File: config.mk
export PLATFORM = sky130hd
export DESIGN_NAME = xintf_dpbram_agent_flat
export DESIGN_NICKNAME = d
export VERILOG_FILES = /design/src/rtl/xintf_pkg.sv /design/src/rtl/xintf_dpbram_agent_if.sv /design/src/rtl/xintf_dpbram_agent.sv /design/src/flat_wrapper.sv
export SDC_FILE = /design/constraint.sdc
export NUM_CORES = 2
export LEC_CHECK = 0
export ABC_AREA = 1
export BUFFER_PORTS_ARGS = -buffer_cell sky130_fd_sc_hd__clkbuf_2
export CORE_ASPECT_RATIO = 1.5
export CORE_MARGIN = 2
export CORE_UTILIZATION = 44
export CTS_CLUSTER_DIAMETER = 30
export CTS_CLUSTER_SIZE = 14
export DETAILED_ROUTE_END_ITERATION = 8
export PLACE_DENSITY = 0.63
export RECOVER_POWER = 100
export SYNTH_ARGS = -nofsm -noshare
export SYNTH_HDL_FRONTEND = slang
export SYNTH_SLANG_ARGS = --single-unit
File: constraint.sdc
create_clock -name i_clk -period 4.1 [get_ports i_clk]
set_input_delay 0.205 -clock i_clk [delete_from_list [all_inputs] [get_ports i_clk]]
set_output_delay 0.205 -clock i_clk [all_outputs]
set_load 0.01 [all_outputs]
File: src/rtl/xintf_pkg.sv
// Shared constants and FSM state type for the XINTF DPBRAM mailbox agent.
package xintf_pkg;

  localparam int unsigned RAM_ADDR_W     = 9;
  localparam int unsigned RAM_DATA_W     = 16;
  localparam int unsigned RAM_WORDS      = 512;
  localparam int unsigned CMD_DEPTH_DEF  = 16;
  localparam int unsigned STAT_DEPTH_DEF = 16;
  localparam int unsigned RD_LAT_DEF     = 2;

  typedef enum logic [2:0] {
    IDLE,
    STAT_WR,
    CMD_RD,
    DRAIN,
    DONE
  } agent_state_e;

endpackage

File: src/rtl/xintf_dpbram_agent_if.sv
// PL-side ports of the command (read) and status (write) DPBRAMs.
interface xintf_dpbram_agent_if;
  import xintf_pkg::*;

  logic [RAM_ADDR_W-1:0] o_cmd_ram_addr;
  logic                  o_cmd_ram_ce;
  logic                  o_cmd_ram_we;
  logic [RAM_DATA_W-1:0] o_cmd_ram_din;
  logic [RAM_DATA_W-1:0] i_cmd_ram_dout;

  logic [RAM_ADDR_W-1:0] o_stat_ram_addr;
  logic                  o_stat_ram_ce;
  logic                  o_stat_ram_we;
  logic [RAM_DATA_W-1:0] o_stat_ram_din;
  logic [RAM_DATA_W-1:0] i_stat_ram_dout;

  modport master (
    output o_cmd_ram_addr, o_cmd_ram_ce, o_cmd_ram_we, o_cmd_ram_din,
    input  i_cmd_ram_dout,
    output o_stat_ram_addr, o_stat_ram_ce, o_stat_ram_we, o_stat_ram_din,
    input  i_stat_ram_dout
  );

  modport slave (
    input  o_cmd_ram_addr, o_cmd_ram_ce, o_cmd_ram_we, o_cmd_ram_din,
    output i_cmd_ram_dout,
    input  o_stat_ram_addr, o_stat_ram_ce, o_stat_ram_we, o_stat_ram_din,
    output i_stat_ram_dout
  );

endinterface

File: src/rtl/xintf_dpbram_agent.sv
// Mailbox agent: publishes a status snapshot plus sequence word, then mirrors
// the command region into a register image that updates atomically.
module xintf_dpbram_agent
  import xintf_pkg::*;
#(
  parameter int unsigned CMD_BASE   = 0,
  parameter int unsigned CMD_DEPTH  = CMD_DEPTH_DEF,
  parameter int unsigned STAT_BASE  = 0,
  parameter int unsigned STAT_DEPTH = STAT_DEPTH_DEF,
  parameter int unsigned RD_LAT     = RD_LAT_DEF
) (
  input  logic                             i_clk,
  input  logic                             i_rst,
  input  logic                             i_start,
  input  logic [RAM_DATA_W*STAT_DEPTH-1:0] i_stat_data,
  output logic                             o_busy,
  output logic                             o_done,
  output logic                             o_cmd_valid,
  output logic [RAM_DATA_W*CMD_DEPTH-1:0]  o_cmd_data,
  xintf_dpbram_agent_if.master             ram
);

  localparam int unsigned MAX_DEPTH = (STAT_DEPTH > CMD_DEPTH) ? STAT_DEPTH : CMD_DEPTH;
  localparam int unsigned CNT_W     = $clog2(MAX_DEPTH + 1);
  localparam int unsigned IDX_W     = (CMD_DEPTH > 1) ? $clog2(CMD_DEPTH) : 1;
  localparam int unsigned SIDX_W    = (STAT_DEPTH > 1) ? $clog2(STAT_DEPTH) : 1;

  // Address-range and latency sanity checks at elaboration.
  if (CMD_BASE + CMD_DEPTH > RAM_WORDS) begin : g_cmd_range_err
    $error("command region exceeds the 9-bit DPBRAM address space");
  end
  if (STAT_BASE + STAT_DEPTH + 1 > RAM_WORDS) begin : g_stat_range_err
    $error("status region plus sequence word exceeds the DPBRAM address space");
  end
  if (RD_LAT < 1 || RD_LAT > 2) begin : g_rd_lat_err
    $error("RD_LAT must be 1 or 2");
  end

  agent_state_e state_q;
  logic [CNT_W-1:0]      cnt_q;
  logic [CNT_W-1:0]      cnt_nxt;
  logic [RAM_DATA_W-1:0] seq_q;
  logic                  busy_q, done_q, valid_q;

  logic [STAT_DEPTH-1:0][RAM_DATA_W-1:0] stat_q;
  logic [CMD_DEPTH-1:0][RAM_DATA_W-1:0]  shadow_q, shadow_d, img_q;
  logic [RD_LAT-1:0]                     vld_q;
  logic [RD_LAT-1:0][IDX_W-1:0]          idx_q;

  logic [RAM_ADDR_W-1:0] cmd_addr_q, stat_addr_q;
  logic                  cmd_ce_q, stat_ce_q, stat_we_q;
  logic [RAM_DATA_W-1:0] stat_din_q;

  logic unused_stat_dout;

  assign cnt_nxt = cnt_q + CNT_W'(1);

  // Shadow image with the word emerging from the read pipeline merged in.
  always_comb begin
    shadow_d = shadow_q;
    if (vld_q[RD_LAT-1]) begin
      shadow_d[idx_q[RD_LAT-1]] = ram.i_cmd_ram_dout;
    end
  end

  // Refresh sequencer with registered RAM and handshake outputs.
  always_ff @(posedge i_clk or negedge i_rst) begin
    if (!i_rst) begin
      state_q     <= IDLE;
      cnt_q       <= '0;
      seq_q       <= '0;
      busy_q      <= 1'b0;
      done_q      <= 1'b0;
      valid_q     <= 1'b0;
      stat_q      <= '0;
      shadow_q    <= '0;
      img_q       <= '0;
      vld_q       <= '0;
      idx_q       <= '0;
      cmd_addr_q  <= '0;
      cmd_ce_q    <= 1'b0;
      stat_addr_q <= '0;
      stat_ce_q   <= 1'b0;
      stat_we_q   <= 1'b0;
      stat_din_q  <= '0;
    end else begin
      done_q   <= 1'b0;
      valid_q  <= 1'b0;
      shadow_q <= shadow_d;
      vld_q[0] <= cmd_ce_q;
      idx_q[0] <= IDX_W'(cnt_q);
      for (int i = 1; i < int'(RD_LAT); i++) begin
        vld_q[i] <= vld_q[i-1];
        idx_q[i] <= idx_q[i-1];
      end

      case (state_q)
        IDLE: begin
          if (i_start) begin
            state_q     <= STAT_WR;
            busy_q      <= 1'b1;
            cnt_q       <= '0;
            stat_q      <= i_stat_data;
            stat_addr_q <= RAM_ADDR_W'(STAT_BASE);
            stat_ce_q   <= 1'b1;
            stat_we_q   <= 1'b1;
            stat_din_q  <= i_stat_data[RAM_DATA_W-1:0];
          end
        end
        STAT_WR: begin
          if (cnt_q == CNT_W'(STAT_DEPTH)) begin
            state_q     <= CMD_RD;
            cnt_q       <= '0;
            stat_addr_q <= '0;
            stat_ce_q   <= 1'b0;
            stat_we_q   <= 1'b0;
            stat_din_q  <= '0;
            cmd_addr_q  <= RAM_ADDR_W'(CMD_BASE);
            cmd_ce_q    <= 1'b1;
          end else begin
            cnt_q       <= cnt_nxt;
            stat_addr_q <= RAM_ADDR_W'(STAT_BASE) + RAM_ADDR_W'(cnt_nxt);
            stat_din_q  <= (cnt_nxt == CNT_W'(STAT_DEPTH)) ? seq_q + RAM_DATA_W'(1)
                                                           : stat_q[SIDX_W'(cnt_nxt)];
          end
        end
        CMD_RD: begin
          if (cnt_q == CNT_W'(CMD_DEPTH - 1)) begin
            state_q    <= DRAIN;
            cnt_q      <= '0;
            cmd_addr_q <= '0;
            cmd_ce_q   <= 1'b0;
          end else begin
            cnt_q      <= cnt_nxt;
            cmd_addr_q <= RAM_ADDR_W'(CMD_BASE) + RAM_ADDR_W'(cnt_nxt);
          end
        end
        DRAIN: begin
          if (cnt_q == CNT_W'(RD_LAT - 1)) begin
            state_q <= DONE;
            cnt_q   <= '0;
            img_q   <= shadow_d;
            done_q  <= 1'b1;
            valid_q <= 1'b1;
          end else begin
            cnt_q <= cnt_nxt;
          end
        end
        DONE: begin
          state_q <= IDLE;
          busy_q  <= 1'b0;
          seq_q   <= seq_q + RAM_DATA_W'(1);
        end
        default: state_q <= IDLE;
      endcase
    end
  end

  assign o_busy      = busy_q;
  assign o_done      = done_q;
  assign o_cmd_valid = valid_q;
  assign o_cmd_data  = img_q;

  assign ram.o_cmd_ram_addr  = cmd_addr_q;
  assign ram.o_cmd_ram_ce    = cmd_ce_q;
  assign ram.o_cmd_ram_we    = 1'b0;
  assign ram.o_cmd_ram_din   = '0;
  assign ram.o_stat_ram_addr = stat_addr_q;
  assign ram.o_stat_ram_ce   = stat_ce_q;
  assign ram.o_stat_ram_we   = stat_we_q;
  assign ram.o_stat_ram_din  = stat_din_q;

  // Status port read data has no consumer in this agent.
  assign unused_stat_dout = ^ram.i_stat_ram_dout;

endmodule
File: src/flat_wrapper.sv
// flat-port wrapper written by rule: the top's interface ports become plain ports
module xintf_dpbram_agent_flat import xintf_pkg::*;
#(
  parameter int unsigned CMD_BASE   = 0,
  parameter int unsigned CMD_DEPTH  = CMD_DEPTH_DEF,
  parameter int unsigned STAT_BASE  = 0,
  parameter int unsigned STAT_DEPTH = STAT_DEPTH_DEF,
  parameter int unsigned RD_LAT     = RD_LAT_DEF
)
  (i_clk, i_rst, i_start, i_stat_data, o_busy, o_done, o_cmd_valid, o_cmd_data, ram_o_cmd_ram_addr, ram_o_cmd_ram_ce, ram_o_cmd_ram_we, ram_o_cmd_ram_din, ram_i_cmd_ram_dout, ram_o_stat_ram_addr, ram_o_stat_ram_ce, ram_o_stat_ram_we, ram_o_stat_ram_din, ram_i_stat_ram_dout);
  xintf_dpbram_agent_if ram_i ();
  input  logic i_clk;
  input  logic i_rst;
  input  logic i_start;
  input  logic [RAM_DATA_W*STAT_DEPTH-1:0] i_stat_data;
  output logic o_busy;
  output logic o_done;
  output logic o_cmd_valid;
  output logic [RAM_DATA_W*CMD_DEPTH-1:0] o_cmd_data;
  output wire logic [$bits(ram_i.o_cmd_ram_addr)-1:0] ram_o_cmd_ram_addr;
  output wire logic [$bits(ram_i.o_cmd_ram_ce)-1:0] ram_o_cmd_ram_ce;
  output wire logic [$bits(ram_i.o_cmd_ram_we)-1:0] ram_o_cmd_ram_we;
  output wire logic [$bits(ram_i.o_cmd_ram_din)-1:0] ram_o_cmd_ram_din;
  input wire logic [$bits(ram_i.i_cmd_ram_dout)-1:0] ram_i_cmd_ram_dout;
  output wire logic [$bits(ram_i.o_stat_ram_addr)-1:0] ram_o_stat_ram_addr;
  output wire logic [$bits(ram_i.o_stat_ram_ce)-1:0] ram_o_stat_ram_ce;
  output wire logic [$bits(ram_i.o_stat_ram_we)-1:0] ram_o_stat_ram_we;
  output wire logic [$bits(ram_i.o_stat_ram_din)-1:0] ram_o_stat_ram_din;
  input wire logic [$bits(ram_i.i_stat_ram_dout)-1:0] ram_i_stat_ram_dout;
  assign ram_o_cmd_ram_addr = ram_i.o_cmd_ram_addr;
  assign ram_o_cmd_ram_ce = ram_i.o_cmd_ram_ce;
  assign ram_o_cmd_ram_we = ram_i.o_cmd_ram_we;
  assign ram_o_cmd_ram_din = ram_i.o_cmd_ram_din;
  assign ram_i.i_cmd_ram_dout = ram_i_cmd_ram_dout;
  assign ram_o_stat_ram_addr = ram_i.o_stat_ram_addr;
  assign ram_o_stat_ram_ce = ram_i.o_stat_ram_ce;
  assign ram_o_stat_ram_we = ram_i.o_stat_ram_we;
  assign ram_o_stat_ram_din = ram_i.o_stat_ram_din;
  assign ram_i.i_stat_ram_dout = ram_i_stat_ram_dout;
  xintf_dpbram_agent #(.CMD_BASE(CMD_BASE), .CMD_DEPTH(CMD_DEPTH), .STAT_BASE(STAT_BASE), .STAT_DEPTH(STAT_DEPTH), .RD_LAT(RD_LAT)) u_core (.i_clk(i_clk), .i_rst(i_rst), .i_start(i_start), .i_stat_data(i_stat_data), .o_busy(o_busy), .o_done(o_done), .o_cmd_valid(o_cmd_valid), .o_cmd_data(o_cmd_data), .ram(ram_i));
endmodule
-- After elaboration in Yosys (flattened, before gate mapping)
Index checks and enable logic that the tools add are counted.
- register bits after elaboration: 840
- output and inout bits: 313
- logic and storage cells: 128
- add/subtract/negate cells: 2
- $lt $le $gt $ge: 3
- equality and inequality tests: 12
- mux-type cells: 35
- reduce and logical (&&, ||, !) cells: 15
- operators by type and width (kind ; count):
    256-bit bitwise mux ; 1
    256-bit 2-to-1 mux ; 1
    16-bit 2-to-1 mux ; 5
    16-bit binary-select mux with 4-bit select ; 1
    16-bit demux with 4-bit select ; 1
    9-bit one-hot mux with 2 select lines ; 2
    16-bit one-hot mux with 2 select lines ; 1
    5-bit 2-to-1 mux ; 6
    5-bit one-hot mux with 4 select lines ; 1
    9-bit 2-to-1 mux ; 2
    16-bit by 1-bit adder with 16-bit output (second input constant) ; 1
    3-bit 2-to-1 mux ; 4
    3-bit one-hot mux with 4 select lines ; 1
    2-bit AND reduction ; 6
    5-bit == test (second input constant) ; 2
    4-bit by 5-bit < comparator with 1-bit output (second input constant) ; 2
    3-bit by 2-bit == test with 1-bit output (second input constant) ; 2
    1-bit 2-to-1 mux ; 6
    2-bit by 1-bit inequality test with 1-bit output (second input constant) ; 3
    1-bit one-hot mux with 2 select lines ; 3
    3-bit AND reduction ; 2
    2-bit nonzero test ; 3
    5-bit by 1-bit adder with 5-bit output (second input constant) ; 1
    5-bit by 1-bit == test with 1-bit output (second input constant) ; 1
    9 further kinds ; 9

-- Depth between registers and ports, before layout
- depth in word-level cells: 6
- mapped depth: 16
- mapped depth without buffers: 12

-- Worst setup path after synthesis
OpenSTA, ideal clock, no wires.
- path type: register to register
- start point: reg u_core.cnt_q[0]
- end point: reg u_core.stat_din_q[10], in the netlist u_core.ram.o_stat_ram_din[10]
- arrival time: 2.401 ns
- required time: 3.976 ns
- path slack: 1.576 ns
- cell stages (with the launch flop): 17
- period minus slack after synthesis: 2.524 ns
- cells stage by stage: dfrtp_1 buf_2 inv_2 buf_2 buf_2 ha_1 buf_2 inv_2 buf_2 buf_1 nand3_1 nand3_1 nand3_1 nand2_1 nand2_1 nand2_1 a21oi_1
- longest elaborated chain between the ends: 6
- elaborated cells between the ends (all ways): 8
- those cells by class: 1 x add/sub; 2 x eq/ne; 5 x mux
- ends and longest elaborated chain (element ; RTL line ; RTL):
    start, declared ; xintf_dpbram_agent.sv:40 ; logic [CNT_W-1:0] cnt_q;
    start signal, assigned ; xintf_dpbram_agent.sv:121 ; cnt_q <= cnt_nxt;
    start signal, assigned ; xintf_dpbram_agent.sv:134 ; cnt_q <= cnt_nxt;
    start signal, assigned ; xintf_dpbram_agent.sv:146 ; cnt_q <= cnt_nxt;
    5-bit by 1-bit adder with 5-bit output ; xintf_dpbram_agent.sv:56 ; assign cnt_nxt = cnt_q + CNT_W'(1);
    16-bit binary-select mux with 4-bit select ; xintf_dpbram_agent.sv:124 ; : stat_q[SIDX_W'(cnt_nxt)];
    16-bit 2-to-1 mux (implied by the code) ; xintf_dpbram_agent.sv:124 ;
    16-bit 2-to-1 mux ; xintf_dpbram_agent.sv:123 ; stat_din_q <= (cnt_nxt == CNT_W'(STAT_DEPTH)) ? seq_q + RAM_DATA_W'(1)
    16-bit 2-to-1 mux * ; xintf_dpbram_agent.sv:111 ; if (cnt_q == CNT_W'(STAT_DEPTH)) begin
    16-bit one-hot mux with 2 select lines * ; xintf_dpbram_agent.sv:97 ; case (state_q)
    end signal, assigned ; xintf_dpbram_agent.sv:107 ; stat_din_q <= i_stat_data[RAM_DATA_W-1:0];
    end signal, assigned ; xintf_dpbram_agent.sv:123 ;
    end, declared ; xintf_dpbram_agent.sv:52 ; logic [RAM_DATA_W-1:0] stat_din_q;
Every way passes the cells marked *; elsewhere a longest branch is shown, timed or not. The select of a mux whose other input is x is not followed.
A chain may end at the register's enable or synchronous reset.

-- Final worst setup path
- start point: reg u_core.cnt_q[0]
- end point: reg u_core.img_q, in the netlist u_core.o_cmd_data[23]
- longest elaborated chain between the ends: 2
- ends and longest elaborated chain (element ; RTL line ; RTL):
    5-bit by 1-bit == test with 1-bit output ; xintf_dpbram_agent.sv:139 ; if (cnt_q == CNT_W'(RD_LAT - 1)) begin
    2-bit AND reduction (no source line) ; n/a ;
    end signal, assigned ; xintf_dpbram_agent.sv:142 ; img_q <= shadow_d;
    end, declared ; xintf_dpbram_agent.sv:46 ; logic [CMD_DEPTH-1:0][RAM_DATA_W-1:0] shadow_q, shadow_d, img_q;
No other way between the ends.

==> flow_summary.json <==
{
  "io_buffers": 562,
  "tightest_slew_ps": 3112,
  "netlist_area_mm2": 0.03366,
  "endpoint_kind": "flip-flop",
  "die_y_um": 342.7,
  "initial_utilization_pct": 44.27,
  "ys.warnings.count": 0,
  "report.final.hold_viol_count": 0,
  "syn_inst": 2959,
  "holdCritPathClass": "in -> reg",
  "worstSetupPathType": "reg -> reg",
  "synth_edf_count": 0,
  "clkSinkCount": 832,
  "drv_slew": 560,
  "grt_use_met1_pct": 31.56,
  "startpoint_type": "flip-flop",
  "post_drt_wl_per_cell_um": 20.67,
  "final_net_count": 4068,
  "clockRootBuffer": "clkbuf_16",
  "io_pins": 604,
  "outcome": "complete, but fails checks",
  "cts_max_level": 4,
  "avgSynthCellArea_um2": 11.37,
  "peakVddDrop_v": 0.0006988,
  "drc": 0,
  "synth_top_area_share_pct": 61.86,
  "drt_wl_total_um": 101100,
  "yosysSeqAreaShare_pct": 61.86,
  "path_max_fanout": 28,
  "design_area_mm2": 0.04423,
  "cts_buffers": 134,
  "first_iter_violations": 1587,
  "layout-drive-gt1-share_pct": 26.71,
  "grt-ovfl-total": 0,
  "grt_max_degree": 157,
  "clockBufferDepth": 3,
  "cts_tree": "yes",
  "coreArea_mm2": 0.07602,
  "num_rows": 124,
  "cts.repair.resized": 0,
  "violations": "max-capacitance violations, max-slew violations",
  "gp_congestion": 0.8808,
  "place_area_mm2": 0.03732,
  "arrival_ps": 3830,
  "slew_headroom_pct": -107.5,
  "ant_nets": 0,
  "grtUsageTotal_pct": 25.44,
  "vias": 25253,
  "async_reset_ff_share_pct": 100.0,
  "clock_skew_ps": 35.51,
  "final.setup.tns_ps": 0,
  "period_share_pct": 78.88,
  "post-dp-hpwl_um": 63900,
  "setup_violations": 0,
  "area_growth_pct": 31.42,
  "yosys.area.top_type": "dfrtp_1",
  "clkTransAtPathRegs_ps": 50,
  "worstPathRequired_ps": 4690,
  "synth-seq-cells": 832,
  "cellLeakagePower_nw": 19.06,
  "netlist_top_cells_area": "dfrtp_1, mux2_2, nand2_1",
  "first_pass_iters": 5,
  "dieArea_mm2": 0.07877,
  "first_global_vias": 25783,
  "maxCapViolCount": 7,
  "busiest_layer": "met2",
  "ys.flop_type": "dfrtp_1",
  "antenna_found_initial": 2,
  "rsz0062_at_grt": "no",
  "utilization_pct": 58.18,
  "grt_pass1_wl_um": 153900,
  "yosys.cell_types.count": 30,
  "vias_per_cell": 5.161,
  "grt.met2_usage_pct": 42.13,
  "powerDensity_mw_per_mm2": 791.0,
  "period_minus_slack_ps": 3234,
  "max_freq_mhz": 309.2,
  "met3_usage_pct": 6.483,
  "die_w_um": 229.8,
  "insertion_delay_ps": 730
}
layout make-up:
type	instances	area (µm²)
fill	6316	31790
timing repair buffer	866	5434
inverter	82	309.0
clock inverter	82	1097
antenna	2	5.005
sequential	832	20820
clock buffer	166	3726
tap	1008	1261
multi-input combinational	1855	11580
power breakdown:
group	switching (mW)	leakage [nW]	internal [mW]	total, mW
sequential	1.55	8.50	11.1	12.7
combinational	6.11	8.24	4.39	10.5
clock	4.23	2.32	7.58	11.8
total	11.9	19.1	23.1	35.0
cells in the final DEF, fill, tap and decap left out, drive strengths merged:
cell type    instances
buf                 26
conb                25
nand4                4
xnor2                4
diode                2
nor4                 2
xor2                 6
a21oi              111
clkinvlp            16
mux2               484
a31oi                4
clkinv              33
dfrtp              832
o21ai              264
or2                  1
ha                   6
dlygate4sd3        258
inv                 99
nor3                 5
o21bai               2
bufinv              16
nor2               132
nand3              248
o22ai                2
nand2              555
clkbuf             748
metal layers:
layer	share of wire [%]	vias up
met5	0	-
met4	3.9	0
met3	6.7	203
met2	49	889
met1	41	12582
li1	-	11579
worst max-delay path: stages, from the launching register on:
cell      delay (ps)
dfrtp_1          520
ha_1             210
nand3_1          170
nor4_4           480
clkbuf_1        1270
mux2_2           440
stage by stage:
stage | cells | hold slack (ps) | worst slack [ps] | total power, mW
floorplan | 2983 | -90.59 | 1576 | 19.29
global placement | 4385 | 333.3 | 1320 | 22.98
detailed placement | 4385 | 348.3 | 1297 | 23.24
CTS | 4891 | 25.30 | 1305 | 35.38
global route | 4892 | 88.93 | 531.9 | 36.84
finish | 4893 | 82.44 | 865.8 | 34.99
sequential cells by signal, indices dropped and copies added, names as in the netlist:
name,flops
u_core.ram.o_cmd_ram_ce,1
u_core.ram.o_stat_ram_ce,1
u_core.shadow_q,256
u_core.stat_q,256
u_core.idx_q,8
u_core.o_cmd_data,256
u_core.state_q,3
u_core.vld_q,2
u_core.ram.o_cmd_ram_addr,5
u_core.ram.o_stat_ram_din,16
u_core.cnt_q,5
u_core.o_busy,1
u_core.o_done,1
u_core.seq_q,16
u_core.ram.o_stat_ram_addr,5
path summary, 6_finish.rpt:
path                                 start               endpoint  slack (ps)  depth (start not counted)
max                        u_core.cnt_q[0]  u_core.o_cmd_data[23]         870                          5
min                                i_start      u_core.state_q[0]          80                          4
max reg2reg                u_core.cnt_q[0]  u_core.o_cmd_data[23]         870                          5
min reg2reg                u_core.vld_q[0]        u_core.vld_q[1]         360                          0
max in group asynchronous            i_rst        u_core.cnt_q[0]        1040                          3
min in group asynchronous            i_rst   u_core.shadow_q[102]         940                          2
cell families after synthesis:
family                     Yosys count  share of synthesized area [%]
muxes                              484                          16.19
buffers and inverters              296                          4.071
other                                1                        0.01114
DFF                                832                          61.86
AOI/OAI and AO/OA                  383                          5.733
xor gates and xnor gates            10                         0.2825
and+or+nand+nor                    947                          11.62
adders and majority gates            6                         0.2231
repair_timing:
item                                   4_1_cts  5_1_grt
hold buffers                               258        0
buffers inserted                             0        0
endpoints found under the hold margin      365        0
cell usage after synthesis, types with 2 or more instances:
library cell / count
nand2_1: 555
dfrtp_1: 832
nor2_1: 131
o21bai_1: 2
nor3_1: 2
xor2_1: 5
o21ai_0: 248
a31oi_1: 4
inv_2: 2
inv_1: 79
nand3_1: 248
buf_1: 8
ha_1: 6
nor3_2: 3
mux2_2: 484
buf_4: 51
clkbuf_1: 101
nand4_1: 4
o22ai_1: 2
xnor2_1: 4
buf_2: 54
o21ai_1: 16
a21oi_1: 111
No activity file was read; power rests on OpenSTA's default activity.
